===== config.mk =====
export PLATFORM = sky130hd
export DESIGN_NAME = inst_fetch_queue
export DESIGN_NICKNAME = d
export VERILOG_FILES = /design/src/rtl/inst_fetch_queue.sv
export SDC_FILE = /design/constraint.sdc
export NUM_CORES = 1
export LEC_CHECK = 0
export ABC_CLOCK_PERIOD_IN_PS = 19300
export BUFFER_PORTS_ARGS = -buffer_cell sky130_fd_sc_hd__buf_2
export CAP_MARGIN = 20
export CORE_AREA = 8 8 310 463
export CTS_BUF_LIST = sky130_fd_sc_hd__clkbuf_8
export DETAILED_ROUTE_END_ITERATION = 10
export DIE_AREA = 0 0 318 471
export GPL_TIMING_DRIVEN = 0
export HOLD_SLACK_MARGIN = 0.03
export SLEW_MARGIN = 20
export SYNTH_ARGS = -nofsm -noshare
export SYNTH_HDL_FRONTEND = slang
export SYNTH_SLANG_ARGS = --single-unit

===== constraint.sdc =====
create_clock -name clk_in -period 19.3 [get_ports clk_in]
set_input_delay 3.86 -clock clk_in [delete_from_list [all_inputs] [get_ports clk_in]]
set_output_delay 3.86 -clock clk_in [all_outputs]
set_load 0.05 [all_outputs]

===== src/rtl/inst_fetch_queue.sv =====
// ============================================================================
// inst_fetch_queue
// ----------------------------------------------------------------------------
// Buffers decoded-instruction words between instruction fetch and issue.
// Both sides use a valid/ready handshake. All DEPTH entries are usable, and
// the head entry is presented show-ahead on out_data. A mispredict flush
// empties the queue in a single cycle. Occupancy and an almost-full flag
// (count >= AF_THRESH) let fetch throttle before the queue fills.
//
// Ports
//   clk_in       system clock, rising edge
//   rst_in       synchronous active-high reset (overrides rdy_in / flush_in)
//   rdy_in       global ready; 0 pauses the queue (no push, no pop)
//   flush_in     mispredict flush; empties the queue, discards push/pop
//   in_valid     producer presents an entry
//   in_data      entry to push
//   in_ready     queue can accept an entry (rdy_in && !full)
//   out_valid    head entry is valid (count != 0)
//   out_data     head entry, zero when empty
//   out_ready    consumer accepts the head entry
//   count        occupied entries, 0..DEPTH
//   full         count == DEPTH
//   almost_full  count >= AF_THRESH
//   empty        count == 0
// ============================================================================
module inst_fetch_queue #(
    parameter int DATA_W    = 88,
    parameter int DEPTH     = 16,
    parameter int AF_THRESH = 12,
    parameter int CNT_W     = $clog2(DEPTH) + 1
) (
    input  logic              clk_in,
    input  logic              rst_in,
    input  logic              rdy_in,
    input  logic              flush_in,
    input  logic              in_valid,
    input  logic [DATA_W-1:0] in_data,
    output logic              in_ready,
    output logic              out_valid,
    output logic [DATA_W-1:0] out_data,
    input  logic              out_ready,
    output logic [CNT_W-1:0]  count,
    output logic              full,
    output logic              almost_full,
    output logic              empty
);

    localparam int PTR_W = $clog2(DEPTH);

    localparam logic [CNT_W-1:0] CNT_FULL = CNT_W'(DEPTH);
    localparam logic [CNT_W-1:0] CNT_AF   = CNT_W'(AF_THRESH);
    localparam logic [CNT_W-1:0] CNT_ONE  = CNT_W'(1);
    localparam logic [PTR_W-1:0] PTR_ONE  = PTR_W'(1);

    logic [DATA_W-1:0] mem [DEPTH];

    logic [PTR_W-1:0] head_reg;
    logic [PTR_W-1:0] head_next;
    logic [PTR_W-1:0] tail_reg;
    logic [PTR_W-1:0] tail_next;
    logic [CNT_W-1:0] count_reg;
    logic [CNT_W-1:0] count_next;

    logic push;
    logic pop;

    // ------------------------------------------------------------------
    // Status decode, all from registered state. in_ready only looks at
    // rdy_in and the count, never at the consumer side, so there is no
    // combinational path from out_ready / in_valid to in_ready.
    // ------------------------------------------------------------------
    assign count       = count_reg;
    assign full        = (count_reg == CNT_FULL);
    assign empty       = (count_reg == '0);
    assign almost_full = (count_reg >= CNT_AF);
    assign in_ready    = rdy_in && !full;
    assign out_valid   = !empty;

    // Show-ahead head: the array is read asynchronously so the head is
    // visible the cycle after it was written (no write-to-read bypass).
    assign out_data    = out_valid ? mem[head_reg] : '0;

    assign push = rdy_in && in_valid && in_ready;
    assign pop  = rdy_in && out_valid && out_ready;

    // ------------------------------------------------------------------
    // Next-state for pointers and occupancy. Pointers are PTR_W wide, so
    // they wrap from DEPTH-1 to 0 on their own (DEPTH is a power of two).
    // ------------------------------------------------------------------
    always_comb begin
        head_next  = head_reg;
        tail_next  = tail_reg;
        count_next = count_reg;
        if (flush_in) begin
            head_next  = '0;
            tail_next  = '0;
            count_next = '0;
        end else begin
            if (push) begin
                tail_next = tail_reg + PTR_ONE;
            end
            if (pop) begin
                head_next = head_reg + PTR_ONE;
            end
            case ({push, pop})
                2'b10:   count_next = count_reg + CNT_ONE;
                2'b01:   count_next = count_reg - CNT_ONE;
                default: count_next = count_reg;
            endcase
        end
    end

    always_ff @(posedge clk_in) begin
        if (rst_in) begin
            head_reg  <= '0;
            tail_reg  <= '0;
            count_reg <= '0;
        end else begin
            head_reg  <= head_next;
            tail_reg  <= tail_next;
            count_reg <= count_next;
        end
    end

    // Storage is never cleared; a write landing in a flush/reset cycle is
    // suppressed so the discarded entry cannot reappear later.
    always_ff @(posedge clk_in) begin
        if (push && !flush_in && !rst_in) begin
            mem[tail_reg] <= in_data;
        end
    end

endmodule


==> results.md <==
- Hold crit path type: register to register
- Cell Rows: 167
- Die footprint: 150000 um^2
- Starting density of the core: 0.396
- Worst path bufs/invs: 5
- Fin Setup TNS: 0 ns
- Clock buffer depth: 3
- Fin nets: 2807
- Vias in the first global route: 27.9k
- Hold_buf cts: 0
- TritonCTS buffer count: 192
- Async SR Flop Fraction: 0
- Register area: 42600 um^2
- Max-cap violations: 0
- CP Class: register to primary output
- Wire length per cell: 29.1 um
- LEAKAGE: 0.0194 uW
- Setup crit end kind: primary output
- Worst path max stage delay: 0.90 ns
- Post-synth top area share: 0.779
- Mapped Cells: 2275
- Initial antenna violation count: 30
- Crit Path Max Fanout: 11
- First-pass GRT wire length: 194 mm
- Area Growth Syn to Fin: 14.7%
- Synth area leaders: edfxtp_1 (78%), mux4_2 (15%), mux2_2 (1.8%)
- Worst skew pair latency: 0.89 ns
- DR vias: 25.4k
- Top delay family on crit path: buffers and inverters
- Routability-driven placement congestion ratio: 0.751
- WHS Path Cells: 2
- Area of the multi-input gates: 11100 um^2
- GR Overflow Total: 0
- Die W: 318 um
- CP Launch Type: register
- CTS tree: done
- Tightest Pin Transition: 1.14 ns
- Post-synth net total: 2379
- GR Util All Layers: 0.178
- Ratio of cells with drive above 1 in the final layout: 0.350
- DP Wirelength: 86.8 mm
- Largest register FFs: 1408
- Syn Std Cell Area: 54200 um^2
- Via density: 5.48
- Core area: 137000 um^2
- Worst-path cell chain: buf_2 -> clkbuf_2 -> clkbuf_1 -> buf_2 -> mux4_2 -> a221o_1 -> buf_2
- VDD IR max: 0.0699 mV
- Htree depth: 4
- # setup viols final: 0
- Fin crit share: 0.445
- Area leader, netlist: edfxtp_1
- Buffers on Ports: 191
- Setup ws final: 10.70 ns
- Post-synth EDFFs: 1408
- CP Depth: 7
- Sequential area share after synthesis: 0.786
- Syn avg cell area: 23.8 um^2
- Synthesis Warnings: 0
- Largest net degree at the start of global routing: 37
- Dpl ws: 11.01 ns
- FILL cells: 11.2k
- Clock tree sinks: 1425
- Crit path required time: 15.44 ns
- ANT nets after route: 0
- Post-route minimum period: 8.60 ns
- Final setup skew: 0.0316 ns
- Clock root cell: clkbuf_8
- CTS resizes: 0
- Flops & latches, synth: 1425
- Die Span Y: 471 um
- Synth cell types: 45
- Critical Path Slowest Stage Cell: clkbuf_1
- Crit path arrival time: 4.74 ns
- Post-CTS Setup Repair Bufs: 0
- PD cells: 91.8 nW/um^2
- Io pins: 192
- RSZ-0062 raised after global routing: false
- F_max: 116 MHz
- Rel. slew slack: 0.240
- Reg2Reg Depth: 12
- Pre-Repair DR Iteration Count: 5
- Status: finished clean
- Routed WL: 135 mm
- Drt drc: 0
- Final Max Slew Viols: 0
- Cell mode on critical path: buf_2
- Hold violation count in the final report: 0
- Commonest non-fill, non-tap cell in the layout: edfxtp_1
- Starting DRT DRC Count: 2063
- Commonest non-fill, non-tap cells in the layout: edfxtp_1 (1408), mux4_2 (350), buf_2 (225), clkbuf_8 (200), mux2_2 (89)
- Clock Pin Slew Worst Setup and Hold Paths: 0.07 ns
- Top FF cell, synth: edfxtp_1
-- cell usage after synthesis (all sizes together), types with 2 or more instances --
master	number
a21oi	5
a221o	87
and2b	6
and3	16
buf	56
clkbuf	65
dfxtp	17
edfxtp	1408
ha	9
inv	10
mux2	89
mux2i	5
mux4	350
nand2	6
nand2b	3
nand3	4
nor2	21
nor2b	85
nor3	2
nor3b	3
o2111ai	3
o21ai	3
or4	2
xor2	6
-- where the power goes --
group          leakage [uW]  switching, uW  internal (uW)
logic               0.00457           90.3           29.7
clock network       0.00207           1110           1090
registers            0.0128           1.21           3400
-- stage by stage --
stage | hold slack, ns | area (um^2) | total power [uW] | instances | util
6_report | 0.500 | 62200 | 5720 | 4645 | 0.455
3_3_place_gp | 0.518 | 57400 | 3580 | 4240 | 0.420
3_5_place_dp | 0.518 | 58600 | 3590 | 4283 | 0.428
2_1_floorplan | 0.459 | 54200 | 3520 | 2275 | -
4_1_cts | 0.512 | 62200 | 5770 | 4630 | 0.455
5_1_grt | 0.546 | 62200 | 5900 | 4632 | 0.455
-- kinds of logic after synthesis --
kind of cell	Yosys count	synth area share
muxes	444	0.165
buffers and inverters	131	0.0107
adders and majority gates	10	0.00244
AOI/OAI and AO/OA	106	0.0186
DFF	1425	0.786
and+or+nand+nor	152	0.0167
xor gates and xnor gates	7	0.00113
-- final timing paths --
path                     from            to  slack (ns)
hold / removal    head_reg[3]      register        0.50
setup / recovery     register  out_data[51]       10.70
hold reg to reg   head_reg[3]      register        0.50
setup reg to reg     count[0]      count[4]       15.88
-- cell type report --
| type | instances | share of cell area |
|---|---|---|
| well taps | 1774 | 0.0357 |
| clock inverters | 147 | 0.0145 |
| clock buffers | 200 | 0.0442 |
| repair buffers | 234 | 0.0318 |
| multi-input cells | 719 | 0.179 |
| plain buffers | 121 | 0.00890 |
| flip-flops and latches | 1425 | 0.685 |
| diodes | 15 | 0.000603 |
| inverters | 10 | 0.000603 |
-- routing by layer --
metal  vias up  GRT usage  wire length [um]
li1      10670          -                 -
met1     13724      0.209             51300
met2       811      0.321             71800
met3       221     0.0428              8220
met4        14     0.0568              3670
met5         -          0                82
-- worst register-to-register path, stage by stage (launching register included) --
cell and delay (ns):
dfxtp_1 0.36, or4_1 0.54, buf_6 0.17, o211a_1 0.34, clkbuf_1 0.28, inv_1 0.12
ha_1 0.25, inv_1 0.10, fa_1 0.41, nand2b_1 0.16, a21oi_1 0.16, mux2i_1 0.26
mux2i_1 0.20
(Power assumes the default switching activity.)
